===== src/rtl/store_buffer.sv =====
// Posted-write buffer between the memory stage and a multi-cycle data_mem.
// Stores queue in a small FIFO and retire in the background; loads bypass unless they hit a pending store.
module store_buffer #(
    parameter int DEPTH = 4
) (
    input  logic        clk,
    input  logic        reset,
    input  logic [31:0] cpu_addr,
    input  logic [31:0] cpu_write_data,
    input  logic        cpu_memwrite,
    input  logic        cpu_memread,
    input  logic [3:0]  cpu_sign_mask,
    output logic [31:0] cpu_read_data,
    output logic        cpu_stall,
    output logic [31:0] mem_addr,
    output logic [31:0] mem_write_data,
    output logic [3:0]  mem_sign_mask,
    output logic        mem_memwrite,
    output logic        mem_memread,
    input  logic [31:0] mem_read_data,
    input  logic        mem_clk_stall
);

    localparam int PTR_W = $clog2(DEPTH);

    typedef enum logic [1:0] {
        S_IDLE,
        S_ISSUE,
        S_WAIT,
        S_DONE
    } state_t;

    typedef struct packed {
        logic [31:0] addr;
        logic [31:0] data;
        logic [3:0]  sign_mask;
    } entry_t;

    entry_t             r_fifo [DEPTH];
    logic [PTR_W-1:0]   r_rd_ptr;
    logic [PTR_W-1:0]   r_wr_ptr;
    logic [PTR_W:0]     r_count;
    state_t             r_state;
    state_t             w_state_nxt;
    logic               r_op_is_load;
    logic [31:0]        r_cpu_read_data;
    logic [31:0]        r_mem_addr;
    logic [31:0]        r_mem_write_data;
    logic [3:0]         r_mem_sign_mask;

    logic               w_full;
    logic               w_empty;
    logic               w_enq;
    logic               w_deq;
    logic               w_conflict;
    logic               w_issue_load;
    logic               w_issue_store;
    logic               w_load_done;
    logic [PTR_W-1:0]   w_offset;
    entry_t             w_head;
    entry_t             w_new_entry;

    assign w_full      = (r_count == (PTR_W+1)'(DEPTH));
    assign w_empty     = (r_count == '0);
    assign w_head      = r_fifo[r_rd_ptr];
    assign w_new_entry = '{addr: cpu_addr, data: cpu_write_data, sign_mask: cpu_sign_mask};

    assign w_enq         = cpu_memwrite & ~w_full & ~reset;
    assign w_deq         = (r_state == S_WAIT) & ~r_op_is_load & ~mem_clk_stall;
    assign w_load_done   = (r_state == S_WAIT) &  r_op_is_load & ~mem_clk_stall;
    assign w_issue_load  = (r_state == S_IDLE) & ~mem_clk_stall & cpu_memread & ~w_conflict;
    assign w_issue_store = (r_state == S_IDLE) & ~mem_clk_stall & ~w_issue_load & ~w_empty;

    // A load conflicts with any queued store to the same word; entry i is valid when its
    // distance from the head is below the occupancy.
    always_comb begin
        // NOTE: every variable written here gets a value before any branch, so no latch can be inferred.
        w_conflict = 1'b0;
        w_offset   = '0;
        for (int i = 0; i < DEPTH; i++) begin
            w_offset = PTR_W'(i) - r_rd_ptr;
            if (({1'b0, w_offset} < r_count) && (r_fifo[i].addr[31:2] == cpu_addr[31:2])) begin
                w_conflict = 1'b1;
            end
        end
    end

    always_comb begin
        w_state_nxt  = r_state;
        mem_memread  = 1'b0;
        mem_memwrite = 1'b0;
        unique case (r_state)
            S_IDLE: begin
                if (w_issue_load || w_issue_store) begin
                    w_state_nxt = S_ISSUE;
                end
            end
            S_ISSUE: begin
                mem_memread  =  r_op_is_load;
                mem_memwrite = ~r_op_is_load;
                w_state_nxt  = S_WAIT;
            end
            S_WAIT: begin
                if (!mem_clk_stall) begin
                    w_state_nxt = r_op_is_load ? S_DONE : S_IDLE;
                end
            end
            S_DONE: begin
                w_state_nxt = S_IDLE;
            end
            default: begin
                w_state_nxt = S_IDLE;
            end
        endcase
    end

    assign cpu_stall = (cpu_memwrite & w_full) | (cpu_memread & (r_state != S_DONE));

    // NOTE: the entry array is pure storage and is deliberately not reset; r_count alone marks valid entries.
    always_ff @(posedge clk) begin
        if (w_enq) begin
            r_fifo[r_wr_ptr] <= w_new_entry;
        end
    end

    // NOTE: sequential state uses non-blocking assignments so every register sees pre-edge values.
    always_ff @(posedge clk) begin
        if (reset) begin
            r_state          <= S_IDLE;
            r_op_is_load     <= 1'b0;
            r_rd_ptr         <= '0;
            r_wr_ptr         <= '0;
            r_count          <= '0;
            r_cpu_read_data  <= '0;
            r_mem_addr       <= '0;
            r_mem_write_data <= '0;
            r_mem_sign_mask  <= '0;
        end else begin
            r_state <= w_state_nxt;
            if (w_enq) begin
                r_wr_ptr <= r_wr_ptr + 1'b1;
            end
            if (w_deq) begin
                r_rd_ptr <= r_rd_ptr + 1'b1;
            end
            unique case ({w_enq, w_deq})
                2'b10:   r_count <= r_count + 1'b1;
                2'b01:   r_count <= r_count - 1'b1;
                default: r_count <= r_count;
            endcase
            // Address/data/mask are captured at issue and held until the next issue.
            if (w_issue_load) begin
                r_op_is_load     <= 1'b1;
                r_mem_addr       <= cpu_addr;
                r_mem_write_data <= cpu_write_data;
                r_mem_sign_mask  <= cpu_sign_mask;
            end else if (w_issue_store) begin
                r_op_is_load     <= 1'b0;
                r_mem_addr       <= w_head.addr;
                r_mem_write_data <= w_head.data;
                r_mem_sign_mask  <= w_head.sign_mask;
            end
            if (w_load_done) begin
                r_cpu_read_data <= mem_read_data;
            end
        end
    end

    assign cpu_read_data  = r_cpu_read_data;
    assign mem_addr       = r_mem_addr;
    assign mem_write_data = r_mem_write_data;
    assign mem_sign_mask  = r_mem_sign_mask;

endmodule


===== config.mk =====
export PLATFORM = sky130hd
export DESIGN_NAME = store_buffer
export DESIGN_NICKNAME = d
export VERILOG_FILES = /design/src/rtl/store_buffer.sv
export SDC_FILE = /design/constraint.sdc
export NUM_CORES = 1
export LEC_CHECK = 0
export ABC_AREA = 0
export BUFFER_PORTS_ARGS = -buffer_cell sky130_fd_sc_hd__buf_2
export CAP_MARGIN = 30
export CORE_MARGIN = 1.5
export CORE_UTILIZATION = 43
export CTS_CLUSTER_SIZE = 24
export DETAILED_ROUTE_END_ITERATION = 8
export REMOVE_ABC_BUFFERS = 1
export SLEW_MARGIN = 0
export SYNTH_ARGS = -nofsm -noshare
export SYNTH_HDL_FRONTEND = slang
export SYNTH_SLANG_ARGS = --single-unit

===== constraint.sdc =====
create_clock -name clk -period 4.5 [get_ports clk]
set_input_delay 0.9 -clock clk [delete_from_list [all_inputs] [get_ports clk]]
set_output_delay 0.9 -clock clk [all_outputs]
set_load 0.03 [all_outputs]

==> results.json, run 1 <==
{
  "outcome": "complete, no violations",
  "dieArea_um2": 40800,
  "tightest_slew_ns": 0.865,
  "postCtsSetupRepairBufs": 0,
  "p_sw_frac": 0.244,
  "synthMuxAreaShare": 0.150,
  "io_pins": 208,
  "slowest_delay_ns": 0.53,
  "syn_area_per_cell_um2": 13.9,
  "grt.overflow.total": 0,
  "synth_top_family_by_area": "multiplexers",
  "fmax_ghz": 0.315,
  "r2r-end": "mem_write_data[25]",
  "r2r-start": "r_count[1]",
  "cts_root_buffer": "clkbuf_16",
  "wl_per_cell_um": 20.4,
  "end_kind": "register",
  "synthAdderAreaFrac": 0.00779,
  "initial_core_util": 0.439,
  "synth_cell_types": 40,
  "antenna_found_initial": 6,
  "p_int_mw": 6.37,
  "leakagePower_nw": 7.11,
  "core_um2": 38800,
  "crit_path_start_kind": "register",
  "fin_setup_tns_ns": 0,
  "pre_cts_ws_ns": 1.03,
  "synthSimpleGateAreaFrac": 0.0938,
  "min_path_type": "reg -> reg",
  "cts_buffers": 42,
  "critPathLaunch": "r_count[1]",
  "hold_viol_final": 0,
  "rows": 72,
  "die_h_um": 202,
  "ys_seq_area_frac": 0.611,
  "vias": 10100,
  "whs_ns": 0.449,
  "drv_cap": 0,
  "drcViolationCount": 0,
  "synth-edff-count": 272,
  "setup_viol": 0,
  "rr_worst_depth": 10,
  "cts.sinks": 384,
  "cts_tree": "yes",
  "cpMaxStageDelayCell": "a2111oi_0",
  "grt_pass1_vias": 10200,
  "port_buffers": 207,
  "viasPerCell": 5.18,
  "synth-seq-cells": 384,
  "synth_compound_area_frac": 0.0408,
  "cts.clk_slew.worst_paths_ns": 0.06,
  "nets": 1513,
  "synth-xor-area-share": 0.0661,
  "fin_util": 0.513,
  "synth_area_um2": 17000,
  "finalClockSkew_ns": 0.0192,
  "nFillCells": 3357,
  "cts.path.max_buffers": 3,
  "path_cells": "inv_1, ha_1, nor2_1, a2111oi_0, nand4_1, o211ai_1, nor4_4, buf_4, buf_12, mux2_4",
  "holdBufCountCts": 0,
  "grt_start_max_net_pins": 75,
  "setup_ws_ns": 1.32,
  "async_flop_share": 0,
  "syn_inst": 1223,
  "rsz0062_at_grt": "no",
  "post-route-period-util": 0.706,
  "critical_path_required_ns": 4.92,
  "drive_gt1_frac": 0.309,
  "drtIter0Drc": 557,
  "endpoint": "mem_write_data[25]",
  "regToRegSetupSlack_ns": 1.32,
  "placed_cells": 1872,
  "h-tree-depth": 2,
  "multiInputGateArea_um2": 6140,
  "worstPathArrival_ns": 3.60,
  "globalplace.congestion": 0.825,
  "p_clk_frac": 0.403,
  "place_hpwl_um": 25200,
  "p_seq_frac": 0.477,
  "slew_headroom": 0.424,
  "critPathKind": "reg -> reg",
  "power_density_nw_per_um2": 423,
  "crit_fanout": 26,
  "finalPower_mw": 8.43,
  "worst_ir_drop_vdd_v": 0.000294,
  "finalMaxSlewViolations": 0,
  "finalCriticalPeriod_ns": 3.18,
  "seq_area_um2": 10400,
  "cts_resized": 0,
  "finalInstanceArea_um2": 19900,
  "instances_no_fill": 1950,
  "track_usage": 0.196,
  "finalWirelength_um": 39700,
  "place_area_um2": 18600,
  "grt_pass1_wl_um": 61300,
  "synthFlopType": "edfxtp_1",
  "final_antenna_net_count": 0,
  "p_comb_frac": 0.119,
  "synthToLayoutAreaGrowth_pct": 17.1,
  "die_w_um": 202,
  "drt-pass1-iter-count": 5,
  "switchingPower_mw": 2.06,
  "ys_warn_count": 0,
  "clkLatencyLatePin_ns": 0.55
}
-- layer usage --
| metal | part of all wire | wire length, um | global-route usage |
|---|---|---|---|
| met1 | 0.45 | 17800 | 0.267 |
| met2 | 0.48 | 19000 | 0.322 |
| met3 | 0.056 | 2230 | 0.0429 |
| met4 | 0.017 | 691 | 0.0453 |
| met5 | 0.0010 | 41 | 0 |
-- area by class of cell --
| cell class | count | share of cell area |
|---|---|---|
| inverters | 11 | 0.00207 |
| flip-flops and latches | 384 | 0.523 |
| multi-input cells | 734 | 0.308 |
| clock buffers | 62 | 0.0585 |
| repair buffers | 225 | 0.0665 |
| diodes | 2 | 0.000251 |
| well taps | 518 | 0.0325 |
| clock inverters | 14 | 0.00942 |
-- cell usage after synthesis, drive strengths merged (2+ instances only) --
library cell / n / area, um^2
clkbuf: 52 / 195
a21oi: 107 / 536
nor2: 17 / 63.8
buf: 42 / 277
nand3: 7 / 35.0
dfxtp: 112 / 2240
o211ai: 3 / 22.5
nand4: 5 / 31.3
nor2b: 68 / 425
nand2: 207 / 777
nor3: 4 / 25.0
mux4: 68 / 1530
o21ai: 2 / 10.0
and2: 4 / 25.0
inv: 11 / 41.3
nor4: 26 / 203
edfxtp: 272 / 8170
ha: 9 / 113
xor2: 116 / 1040
a2111oi: 4 / 73.8
xnor2: 10 / 87.6
mux2: 68 / 1020
-- cells in the final DEF (no fill, tap or decap), types with 4 or more instances in the layout --
cell type | netlist | routed
buf_12 | 0 | 7
nand3_1 | 7 | 7
nor4_2 | 4 | 4
mux2_4 | 68 | 68
nor4_1 | 21 | 21
clkbuf_8 | 0 | 4
nand4_1 | 5 | 5
edfxtp_1 | 272 | 272
inv_1 | 10 | 10
mux4_2 | 68 | 68
clkinv_2 | 0 | 6
buf_2 | 29 | 206
clkbuf_16 | 0 | 42
xor2_1 | 113 | 113
dfxtp_1 | 112 | 110
nor2_1 | 17 | 16
a21oi_1 | 107 | 107
bufinv_16 | 0 | 4
xnor2_1 | 10 | 10
clkbuf_1 | 52 | 16
nand2_1 | 207 | 207
and2_4 | 0 | 4
buf_4 | 0 | 8
nor2b_1 | 68 | 68
ha_1 | 9 | 9
-- power by group through the flow --
stage	Sequential (mW)	Combinational [mW]	Clock, mW
after floorplan	4.24	0.498	0
after global placement	4.09	1.00	0
after detailed placement	4.10	1.02	0
after CTS	4.02	1.02	3.47
after global routing	4.04	1.09	3.61
final	4.02	1.01	3.40
-- flip-flops by register name, indices dropped and copies added (netlist names), named ones only --
| name | flops |
|---|---|
| r_rd_ptr | 2 |
| cpu_read_data | 32 |
| mem_addr | 32 |
| r_count | 3 |
| mem_write_data | 32 |
| r_state | 2 |
| mem_sign_mask | 4 |
| r_fifo | 272 |
| r_wr_ptr | 2 |
| r_op_is_load | 1 |
-- how the worst min path moves through the flow --
stage	start	endpoint	slack, ns	cells after the start
floorplan	r_wr_ptr[1]	r_wr_ptr[1]	0.46	2
global placement	cpu_read_data[28]	cpu_read_data[28]	0.44	2
detailed placement	cpu_read_data[7]	cpu_read_data[7]	0.44	2
CTS	cpu_read_data[7]	cpu_read_data[7]	0.45	2
global route	cpu_read_data[10]	cpu_read_data[10]	0.46	2
finish	cpu_read_data[0]	cpu_read_data[0]	0.45	2
-- worst max-delay path: cells and delay by family (launching register included) --
family / cells / cell delay, ns
adders and majority gates: 1 / 0.33
buffers and inverters: 3 / 0.73
muxes: 1 / 0.32
AOI/OAI and AO/OA: 2 / 0.88
and+or+nand+nor: 3 / 0.33
DFF: 1 / 0.42
-- kinds of logic (layout without fill, tap and decap cells) --
group | count (synthesis) | after routing
AOI/OAI and AO/OA | 122 | 122
xor gates and xnor gates | 126 | 126
adders and majority gates | 10 | 10
buffers and inverters | 105 | 312
DFF | 384 | 384
muxes | 136 | 136
other | 0 | 2
and+or+nand+nor | 340 | 340
No activity file was read; power rests on OpenSTA's default activity.
==> run 2, diff against run 1 <==
Clock period 4.5 ns to 2.95 ns, I/O delays scaled along.
==> run 2 against run 1 <==
Effect of this change:
- wire length up 0.30%
- clock skew up 0.0033 ns
- core utilization up 0.15 points
- cell area up 0.30%
- sequential power up 52%
- critical path type unchanged
==> results.json, run 2 (synthesis gave the netlist of run 1 again) <==
{
  "holdBufCountCts": 0,
  "die_h_um": 202,
  "worstPathArrival_ns": 3.17,
  "leakagePower_nw": 7.15,
  "io_pins": 208,
  "finalWirelength_um": 39900,
  "nets": 1525,
  "crit_fanout": 30,
  "drcViolationCount": 0,
  "clkLatencyLatePin_ns": 0.55,
  "initial_core_util": 0.439,
  "finalInstanceArea_um2": 20000,
  "postCtsSetupRepairBufs": 0,
  "crit_path_start_kind": "register",
  "cts_buffers": 41,
  "setup_ws_ns": 0.206,
  "viasPerCell": 5.18,
  "critPathKind": "reg -> reg",
  "finalClockSkew_ns": 0.0225,
  "tightest_slew_ns": 0.823,
  "use_met3": 0.0460,
  "drt-pass1-iter-count": 7,
  "regMostFlops": "r_fifo",
  "cts_tree": "yes",
  "track_usage": 0.198,
  "synthToLayoutAreaGrowth_pct": 17.4,
  "drtIter0Drc": 689,
  "vias": 10200,
  "rsz0062_at_grt": "no",
  "rows": 72,
  "grt_pass1_wl_um": 61900,
  "place_hpwl_um": 25200,
  "drive_gt1_frac": 0.316,
  "outcome": "complete, no violations",
  "grt_util_met2": 0.325,
  "setup_viol": 0,
  "cts_resized": 0,
  "pre_cts_ws_ns": 0.0900,
  "placed_cells": 1885,
  "antenna_found_initial": 6,
  "final_common_cell": "edfxtp_1",
  "finalCriticalPeriod_ns": 2.74,
  "wl_per_cell_um": 20.3,
  "whs_ns": 0.268,
  "fmax_ghz": 0.364,
  "gr-max-usage-layer": "met2",
  "core_um2": 38800,
  "grt_pass1_vias": 10300,
  "cts_root_buffer": "clkbuf_16",
  "slew_headroom": 0.451,
  "cts.clk_slew.worst_paths_ns": 0.06,
  "drv_cap": 0,
  "finalMaxSlewViolations": 0,
  "grt_start_max_net_pins": 180,
  "die_w_um": 202,
  "cts.path.max_buffers": 3,
  "cts.sinks": 384,
  "instances_no_fill": 1963,
  "place_area_um2": 18700,
  "nFillCells": 3365,
  "min_path_type": "in -> reg",
  "worst_ir_drop_vdd_v": 0.000493,
  "hold_viol_final": 0,
  "power_density_nw_per_um2": 631,
  "port_buffers": 207,
  "post-route-period-util": 0.930,
  "dieArea_um2": 40800,
  "end_kind": "register",
  "final_antenna_net_count": 0,
  "grt.met1_usage": 0.268,
  "critical_path_required_ns": 3.37,
  "largest_register_ffs": 272,
  "globalplace.congestion": 0.834,
  "grt.overflow.total": 0,
  "fin_setup_tns_ns": 0,
  "final_cell_mix": "edfxtp_1, nand2_1, buf_2",
  "h-tree-depth": 2
}
run 2: changes by cell type in the layout (fill, tap and decap cells not counted), moves of 3 or more:
| cell | previous run | this run |
|---|---|---|
| buf_12 | 7 | 13 |
| buf_16 | 3 | 0 |
| buf_4 | 8 | 18 |
| bufinv_16 | 4 | 0 |
| clkbuf_1 | 16 | 12 |
| clkbuf_8 | 4 | 8 |
| clkinv_1 | 1 | 4 |
run 2: worst max-delay path, cell delays in order (launching register included):
cell and delay [ns]:
dfxtp_1 0.42, inv_1 0.17, ha_1 0.32, nor2_1 0.08
a2111oi_0 0.10, nand4_1 0.13, o211ai_1 0.14, nor4_4 0.57
buf_12 0.32, mux2_4 0.33
run 2: cell type report:
| class | count | area [um^2] | area share |
|---|---|---|---|
| diodes | 2 | 5.00 | 0.000250 |
| inverters | 11 | 41.3 | 0.00207 |
| repair buffers | 238 | 1440 | 0.0719 |
| clock buffers | 64 | 1240 | 0.0618 |
| multi-input cells | 734 | 6140 | 0.307 |
| flip-flops and latches | 384 | 10400 | 0.521 |
| well taps | 518 | 648 | 0.0324 |
| clock inverters | 12 | 63.8 | 0.00319 |
run 2: worst paths after layout:
kind	startpoint	endpoint	slack, ns	depth (start not counted)
max reg2reg	r_count[1]	mem_addr[1]	0.21	9
min	cpu_write_data[30]	r_fifo[2][34]	0.27	1
min reg2reg	cpu_read_data[0]	cpu_read_data[0]	0.45	2
max	r_count[1]	mem_addr[1]	0.21	9
run 2: per-layer routing:
metal  wire, um  up-vias
met5         48        -
met4        595        8
met3       2490       53
met2      18900      273
met1      17800     5071
li1           -     4766
run 2: where the power goes:
| group | internal, mW | switching (mW) |
|---|---|---|
| Sequential | 6.01 | 0.124 |
| Clock | 2.88 | 2.05 |
| Combinational | 0.630 | 0.934 |
run 2: per-stage QoR:
step | util | total power, mW
6_report | 0.515 | 12.6
5_1_grt | 0.515 | 13.1
4_1_cts | 0.515 | 12.8
3_5_place_dp | 0.481 | 7.83
3_3_place_gp | 0.481 | 7.81
2_1_floorplan | - | 7.22
